===== config.mk =====
export PLATFORM = sky130hd
export DESIGN_NAME = mem_port_arbiter
export DESIGN_NICKNAME = d
export VERILOG_FILES = /design/src/rtl/c16_pkg.sv /design/src/rtl/mem_arb_starve.sv /design/src/rtl/mem_port_arbiter.sv
export SDC_FILE = /design/constraint.sdc
export NUM_CORES = 1
export LEC_CHECK = 0
export CORE_UTILIZATION = 33
export DETAILED_ROUTE_END_ITERATION = 12
export GPL_TIMING_DRIVEN = 1
export PLACE_DENSITY = 0.87
export SETUP_SLACK_MARGIN = 0.4
export SLEW_MARGIN = 15
export SYNTH_ARGS = -nofsm -noshare
export SYNTH_HDL_FRONTEND = slang
export SYNTH_HIERARCHICAL = 1
export SYNTH_SLANG_ARGS = --single-unit
export TNS_END_PERCENT = 1

===== constraint.sdc =====
create_clock -name clk -period 8 [get_ports clk]
set_clock_uncertainty 0.15 [all_clocks]
set_input_delay 0.8 -clock clk [delete_from_list [all_inputs] [get_ports clk]]
set_output_delay 0.8 -clock clk [all_outputs]
set_load 0.01 [all_outputs]

===== src/rtl/c16_pkg.sv =====
// c16_pkg: shared constants for the c16 memory path.
// Holds the memory-port owner encoding (also used by the decoder and the
// top-level debug mux) and the default RAM widths.
package c16_pkg;

  localparam int unsigned C16_ADDR_W = 16;
  localparam int unsigned C16_DATA_W = 16;

  typedef logic [1:0] owner_t;

  localparam owner_t OWN_NONE = 2'd0;
  localparam owner_t OWN_CPU  = 2'd1;
  localparam owner_t OWN_DBG  = 2'd2;

  // True when the granted access by this owner returns read data.
  function automatic logic owner_reads(input owner_t owner, input logic we);
    return (owner != OWN_NONE) && !we;
  endfunction

endpackage


===== src/rtl/mem_arb_starve.sv =====
// mem_arb_starve: saturating starvation counter for the debug requester.
// Ports:
//   clk, reset   clock, synchronous active-high reset
//   clr          clear the count this cycle (takes priority over inc)
//   inc          count one more denied cycle
//   at_limit     count has reached LIMIT
module mem_arb_starve #(
  parameter int unsigned LIMIT = 4
) (
  input  logic clk,
  input  logic reset,
  input  logic clr,
  input  logic inc,
  output logic at_limit
);

  localparam logic [3:0] LIM = 4'(LIMIT);

  logic [3:0] cnt;

  always_ff @(posedge clk) begin
    if (reset || clr) begin
      cnt <= '0;
    end else if (inc && (cnt != LIM)) begin
      cnt <= cnt + 4'd1;
    end
  end

  assign at_limit = (cnt == LIM);

endmodule


===== src/rtl/mem_port_arbiter.sv =====
// mem_port_arbiter: shares RAM port B between CPU load/store micro-ops and
// the debug/loader requester. CPU has fixed priority, except that a debug
// request denied STARVE_LIMIT cycles in a row wins the next cycle.
// Ports:
//   clk, reset                         clock, synchronous active-high reset
//   cpu_req/we/addr/wdata              CPU access request
//   cpu_gnt, cpu_hold, cpu_rvalid      CPU grant, stall, read-data valid
//   dbg_req/we/addr/wdata              debug access request
//   dbg_gnt, dbg_rvalid                debug grant, read-data valid
//   rdata                              mem_q passed through
//   mem_addr/wdata/we, mem_q           RAM port B
//   dbg_grant_count                    debug grants since reset (wraps)
module mem_port_arbiter
  import c16_pkg::*;
#(
  parameter int unsigned ADDR_W       = C16_ADDR_W,
  parameter int unsigned DATA_W       = C16_DATA_W,
  parameter int unsigned STARVE_LIMIT = 4
) (
  input  logic              clk,
  input  logic              reset,
  input  logic              cpu_req,
  input  logic              cpu_we,
  input  logic [ADDR_W-1:0] cpu_addr,
  input  logic [DATA_W-1:0] cpu_wdata,
  output logic              cpu_gnt,
  output logic              cpu_hold,
  output logic              cpu_rvalid,
  input  logic              dbg_req,
  input  logic              dbg_we,
  input  logic [ADDR_W-1:0] dbg_addr,
  input  logic [DATA_W-1:0] dbg_wdata,
  output logic              dbg_gnt,
  output logic              dbg_rvalid,
  output logic [DATA_W-1:0] rdata,
  output logic [ADDR_W-1:0] mem_addr,
  output logic [DATA_W-1:0] mem_wdata,
  output logic              mem_we,
  input  logic [DATA_W-1:0] mem_q,
  output logic [15:0]       dbg_grant_count
);

  owner_t owner;
  owner_t rd_owner_q;
  logic   starve_at_limit;

  // Owner selection; reset forces NONE so nothing reaches the RAM.
  always_comb begin
    owner = OWN_NONE;
    if (!reset) begin
      if (dbg_req && starve_at_limit) begin
        owner = OWN_DBG;
      end else if (cpu_req) begin
        owner = OWN_CPU;
      end else if (dbg_req) begin
        owner = OWN_DBG;
      end
    end
  end

  assign cpu_gnt  = (owner == OWN_CPU);
  assign dbg_gnt  = (owner == OWN_DBG);
  assign cpu_hold = cpu_req && !cpu_gnt && !reset;

  // Port B mux; idle cycles present the CPU address with writes disabled.
  always_comb begin
    mem_addr  = cpu_addr;
    mem_wdata = cpu_wdata;
    mem_we    = 1'b0;
    case (owner)
      OWN_CPU: begin
        mem_we = cpu_we;
      end
      OWN_DBG: begin
        mem_addr  = dbg_addr;
        mem_wdata = dbg_wdata;
        mem_we    = dbg_we;
      end
      default: ;
    endcase
  end

  mem_arb_starve #(
    .LIMIT (STARVE_LIMIT)
  ) u_starve (
    .clk      (clk),
    .reset    (reset),
    .clr      (dbg_gnt || !dbg_req),
    .inc      (dbg_req && !dbg_gnt),
    .at_limit (starve_at_limit)
  );

  // Read tracker: remembers who issued the read for the one-cycle RAM latency.
  always_ff @(posedge clk) begin
    if (reset) begin
      rd_owner_q <= OWN_NONE;
    end else if (owner_reads(owner, mem_we)) begin
      rd_owner_q <= owner;
    end else begin
      rd_owner_q <= OWN_NONE;
    end
  end

  // Gated by reset so a read granted just before reset never reports data.
  assign cpu_rvalid = (rd_owner_q == OWN_CPU) && !reset;
  assign dbg_rvalid = (rd_owner_q == OWN_DBG) && !reset;
  assign rdata      = mem_q;

  always_ff @(posedge clk) begin
    if (reset) begin
      dbg_grant_count <= '0;
    end else if (dbg_gnt) begin
      dbg_grant_count <= dbg_grant_count + 16'd1;
    end
  end

endmodule


==> out/results.ini, run 1 <==
[clock_tree]
cts.sinks=22
cts_buffers=3
cts_setup_buffers=0
clk_transition_reported_paths_ps=80
cts_tree=yes
clock_latency_ps=260
cts_resized=0
h-tree-depth=1
cts_max_path_buffers=2
root_buffer=clkbuf_8
holdBufCountCts=0

[synthesis]
synth_mux_area_frac=0.259
syn-num-nets=272
netlist_instances=180
synth_top_area_cell=dfxtp_1
synth_top_family_by_area=multiplexers
synth_area_leaders=dfxtp_1 27%, mux2_2 25%, buf_4 7.3%
netlist-cell-type-count=36
synth_warnings=6
synth_top_area_frac=0.267
synth_fa_ha_area_frac=0.0456
synth_area_um2=1650
synth-compound-area-share=0.0722
synth_seq_cells=22
synth_xor_area_frac=0.0213
ys_seq_area_frac=0.267
yosys.area_share.simple=0.223
avgSynthCellArea_um2=9.15

[pwr]
power_density_nw_per_um2=99.4
irDropWorstVdd_uv=74.4
p_leak_nw=1.03

[timing]
worstMarginPinSlew_ps=917
rsz0062_at_grt=false
maxSlewViolCount=0
setup_ws_ps=2930
hold_viol_final=0
tns_ps=0
fin_crit_ps=5070
period_share=0.633
finalSetupViolCount=0
max_freq_mhz=197
slew_headroom=0.387

[global_routing]
grt_pass1_wl_um=7400
globalRoute.totalOverflow=0
first_global_vias=1600
grt_max_degree=41
antenna_found_initial=0
grt_usage=0.178

[placement]
dp_hpwl_um=4130
io_buffers=123
place_ws_ps=2850
gp_congestion=0.847

[route]
vias=1716
ant_nets=0
drc=0
wire_per_inst_um=14.9
drtPass1Iterations=4
viasPerCell=4.89
drtIter0Drc=26
drt-total-wl_um=5220

[critical_path]
crit_fanout=40
critPathSlowestCell=clkdlybuf4s50_1
required_ps=7050
cp-startpoint=reset
criticalPathCategory=in -> out
critPathCaptureType=primary output
cpMostUsedCell=clkdlybuf4s50_1
worst_setup_path_start_kind=primary input
crit_chain=clkdlybuf4s50_1 > nand2b_1 > a21oi_1 > inv_1 > ha_2 > a22oi_1 > nor2_1 > clkdlybuf4s50_1
cpPeakStageDelay_ps=1070
reg2reg_from=u_starve/cnt[0]$_SDFFE_PP0P_
cp.arrival_ps=4120

[floorplanning]
ioPinCount=156
die_w_um=72.6
core-area_um2=4750
dieArea_um2=5280
die_y_um=72.6
initial_utilization=0.346
num_rows=25

[final_layout]
nets=377
n_antenna_cell=0
area_growth_pct=74.0
multi_input_area_um2=1020
n_fill_cell=432
regArea_um2=440
drive_above_1_share=0.173

[flow_run]
cap_violations=0

[status]
outcome=complete, no violations

[worst_hold_path]
min-delay-start=dbg_grant_count[9]$_SDFFE_PP0P_
hp-class=reg -> reg

worst max-delay path, delay by kind of cell:
kind	cells	cell delay [ps]
buffers and inverters	3	1770
adder cells (fa/ha/maj)	1	800
AND/OR/NAND/NOR	2	450
AO/OA/AOI/OAI	2	300
synthesized netlist by cell type (all sizes together):
library cell and number:
xnor2 1, a22oi 1, mux2 37, dfxtp 22, nor3b 2, mux2i 1, ha 6, buf 22
inv 8, o31ai 3, o21ai 5, nor2b 5, nand3b 2, or3 3, nand4 7, nand2b 3
a31o 1, a21oi 8, nor2 14, nor4 6, nor4b 1, xor2 3, clkbuf 1, nor3 2
a21boi 2, nand3 5, or4 3, nand2 6
metrics by stage:
| step | power [mW] | instance area, um2 | hold WS, ps | utilization | cells |
|---|---|---|---|---|---|
| after global routing | 0.296 | 2870 | 416 | 0.603 | 351 |
| final | 0.285 | 2870 | 386 | 0.603 | 351 |
| after detailed placement | 0.206 | 2810 | 371 | 0.591 | 347 |
| after CTS | 0.286 | 2870 | 389 | 0.603 | 351 |
| after floorplan | 0.152 | 1650 | 334 | - | 180 |
| after global placement | 0.205 | 2810 | 345 | 0.591 | 347 |
state kept, by name (all words and copies together), names as in the netlist:
name             cells
dbg_grant_count     16
rd_owner_q           2
u_starve/cnt         4
final timing paths:
| check | endpoint | slack, ps | cells after the start |
|---|---|---|---|
| worst max-delay path | mem_we | 2930 | 8 |
| worst min-delay path | dbg_grant_count[9]$_SDFFE_PP0P_ | 390 | 2 |
| worst max register to register | dbg_grant_count[12]$_SDFFE_PP0P_ | 4620 | 11 |
| worst min register to register | dbg_grant_count[9]$_SDFFE_PP0P_ | 390 | 2 |
layer usage:
metal  up-vias  share of wire  GRT usage
li1        834              -          -
met1       809           0.42      0.200
met2        69           0.50      0.345
met3         4          0.074     0.0331
met4         0         0.0065     0.0392
met5         -              0          0
cells by family (layout without fill, tap and decap cells):
kind of cell / count (synthesis) / in the layout
AOI/OAI and AO/OA: 20 / 20
DFF: 22 / 22
and+or+nand+nor: 59 / 59
buffers and inverters: 31 / 135
xor gates and xnor gates: 4 / 4
adders and majority gates: 6 / 6
muxes: 38 / 38
power by group:
part	total, mW	switching (mW)	internal, mW
Sequential	0.111	0.00102	0.110
Clock	0.0815	0.0376	0.0439
Combinational	0.0920	0.0292	0.0628
area by class of cell:
cell class                 instances  share of cell area
clock buffer                       4              0.0192
tap                               67              0.0293
multi-input combinational        127               0.358
inverter                           8              0.0105
sequential                        22               0.154
timing repair buffer             123               0.430
layout by cell type, fill, tap and decap left out, drive strengths merged, types with 2 or more instances in the layout:
| master | count |
|---|---|
| nand4 | 7 |
| or3 | 3 |
| nor2 | 14 |
| nand2 | 6 |
| o31ai | 3 |
| nor2b | 5 |
| mux2 | 37 |
| nand3b | 2 |
| xor2 | 3 |
| nor3 | 2 |
| clkdlybuf4s50 | 123 |
| clkbuf | 4 |
| nand3 | 5 |
| a21boi | 2 |
| nor3b | 2 |
| inv | 8 |
| ha | 6 |
| o21ai | 5 |
| a21oi | 8 |
| nand2b | 3 |
| nor4 | 6 |
| dfxtp | 22 |
| or4 | 3 |
No activity file was read; power rests on OpenSTA's default activity.
==> inputs of run 2 (changes only) <==
--- a/config.mk
+++ b/config.mk
@@ -5,10 +5,10 @@
 export SDC_FILE = /design/constraint.sdc
 export NUM_CORES = 1
 export LEC_CHECK = 0
-export CORE_UTILIZATION = 33
+export CORE_UTILIZATION = 31
 export DETAILED_ROUTE_END_ITERATION = 12
 export GPL_TIMING_DRIVEN = 1
-export PLACE_DENSITY = 0.87
+export PLACE_DENSITY = 0.82
 export SETUP_SLACK_MARGIN = 0.4
 export SLEW_MARGIN = 15
 export SYNTH_ARGS = -nofsm -noshare
==> constraint.sdc (replaced) <==
create_clock -name clk -period 4.7 [get_ports clk]
set_clock_uncertainty 0.15 [all_clocks]
set_input_delay 0.47 -clock clk [delete_from_list [all_inputs] [get_ports clk]]
set_output_delay 0.47 -clock clk [all_outputs]
set_load 0.01 [all_outputs]
==> run 2 against run 1 <==
Cell count increased by 1.4%. Routed wire length up 0.13%. Utilization is 3.5 points lower. Via count decreased by 2.0%. Critical path type is now reg -> out. First-iteration DRC count fell by 19%. Clock power rose by 120%. Power grew 83%. Worst setup slack got worse by 2000 ps.
==> out/results.ini, run 2 (synthesized netlist as in run 1, its figures left out) <==
[status]
outcome=complete, no violations

[final_layout]
nets=379
fin_cells=356
mostFrequentLayoutCell=clkdlybuf4s50_1
drive_above_1_share=0.178
area_growth_pct=76.1
n_antenna_cell=0
largest_register=dbg_grant_count
largest_register_ffs=16
top_regs=dbg_grant_count x16, u_starve/cnt x4, rd_owner_q x2
layout_common_cells=123 x clkdlybuf4s50_1, 37 x mux2_2, 22 x dfxtp_1, 14 x nor2_1, 8 x a21oi_1

[pwr]
irDropWorstVdd_uv=155
pwr-share-seq=0.363
p_leak_nw=1.05
internal-power_mw=0.409
power_frac_comb=0.300
power_density_nw_per_um2=180
clockPowerShare=0.337
swShare=0.216
switchingPower_mw=0.113

[route]
vias=1681
drtPass1Iterations=4
viasPerCell=4.72
drtIter0Drc=21
ant_nets=0
wire_per_inst_um=14.7
drt-total-wl_um=5220
drc=0

[worst_hold_path]
hp-class=reg -> reg
min-delay-start=dbg_grant_count[9]$_SDFFE_PP0P_

[timing]
finalSetupViolCount=0
period_share=0.808
hold_viol_final=0
worstMarginPinSlew_ps=762
fin_crit_ps=3800
max_freq_mhz=263
slew_headroom=0.492
rsz0062_at_grt=false
maxSlewViolCount=0
tns_ps=0

[global_routing]
grt_usage=0.166
grt_pass1_wl_um=7100
antenna_found_initial=0
grt_max_degree=35
first_global_vias=1517
globalRoute.totalOverflow=0

[critical_path]
rrSetupSlack_ps=1330
cp-startpoint=u_starve/cnt[0]$_SDFFE_PP0P_
cp.arrival_ps=3180
r2r_cells=12
critPathCaptureType=primary output
crit_end=mem_we
crit_fanout=34
worst_setup_path_start_kind=register
reg2reg_from=u_starve/cnt[0]$_SDFFE_PP0P_
required_ps=4080
criticalPathCategory=reg -> out
r2r_end=dbg_grant_count[15]$_SDFFE_PP0P_

[floorplanning]
initial_utilization=0.322
dieArea_um2=5610
ioPinCount=156
core-area_um2=5110
die_y_um=74.9
num_rows=26
die_w_um=74.9

[clock_tree]
cts.sinks=22
root_buffer=clkbuf_8
cts_tree=yes
cts_resized=0
clock_latency_ps=260
clk_transition_reported_paths_ps=80
cts_buffers=3
cts_setup_buffers=0
cts_max_path_buffers=2
h-tree-depth=1
holdBufCountCts=0

[placement]
placed_cells=352
io_buffers=123
gp_congestion=0.770
dp_hpwl_um=4240

[flow_run]
cap_violations=0

-- run 2: changes by cell type in the layout (fill, tap and decap cells not counted) --
| cell | before | now |
|---|---|---|
| buf_4 | 0 | 2 |
| bufinv_16 | 0 | 1 |
| clkbuf_8 | 4 | 3 |
-- run 2: stage by stage --
| step | power, mW | hold slack [ps] | cell area, um2 | utilization | setup slack, ps |
|---|---|---|---|---|---|
| global route | 0.545 | 399 | 2900 | 0.568 | 662 |
| CTS | 0.529 | 374 | 2900 | 0.568 | 857 |
| finish | 0.522 | 370 | 2900 | 0.568 | 904 |
| global placement | 0.350 | 348 | 2830 | 0.554 | 1070 |
| detailed placement | 0.352 | 357 | 2830 | 0.554 | 988 |
| floorplan | 0.258 | 334 | 1650 | - | 1890 |
-- run 2: worst min path at each step --
| stage | to | slack [ps] | depth (start not counted) |
|---|---|---|---|
| after global routing | dbg_grant_count[9]$_SDFFE_PP0P_ | 400 | 2 |
| after floorplan | u_starve/cnt[3]$_SDFFE_PP0P_ | 330 | 1 |
| after CTS | dbg_grant_count[9]$_SDFFE_PP0P_ | 370 | 2 |
| after detailed placement | dbg_grant_count[9]$_SDFFE_PP0P_ | 360 | 2 |
| after global placement | u_starve/cnt[3]$_SDFFE_PP0P_ | 350 | 1 |
| final | dbg_grant_count[9]$_SDFFE_PP0P_ | 370 | 2 |
-- run 2: power by group through the flow --
| stage | Combinational, mW | Sequential [mW] | Clock, mW |
|---|---|---|---|
| 3_3_place_gp | 0.157 | 0.194 | 0 |
| 6_report | 0.157 | 0.190 | 0.176 |
| 5_1_grt | 0.167 | 0.190 | 0.188 |
| 2_1_floorplan | 0.0643 | 0.194 | 0 |
| 4_1_cts | 0.159 | 0.190 | 0.180 |
| 3_5_place_dp | 0.158 | 0.194 | 0 |
-- run 2: layout make-up --
| cell class | instances | area, um2 |
|---|---|---|
| flip-flops and latches | 22 | 440 |
| multi-input cells | 127 | 1020 |
| clock buffers | 3 | 41.3 |
| fillers | 485 | 2210 |
| repair buffers | 125 | 1250 |
| inverters | 8 | 30.0 |
| well taps | 70 | 87.6 |
| clock inverters | 1 | 30.0 |
-- run 2: critical path: stages, from the launching register on --
cell and delay, ps:
dfxtp_1 350, inv_1 90, ha_1 150, nand3b_1 130, inv_2 130, nand2b_1 110
nand3b_1 140, inv_1 100, ha_2 680, a22oi_1 200, nor2_1 210, clkdlybuf4s50_1 610
-- run 2: metal layers --
metal | track usage | routed length [um]
met3 | 0.0455 | 589
met2 | 0.322 | 2580
met1 | 0.179 | 2030
met5 | 0 | 0
met4 | 0.0356 | 19
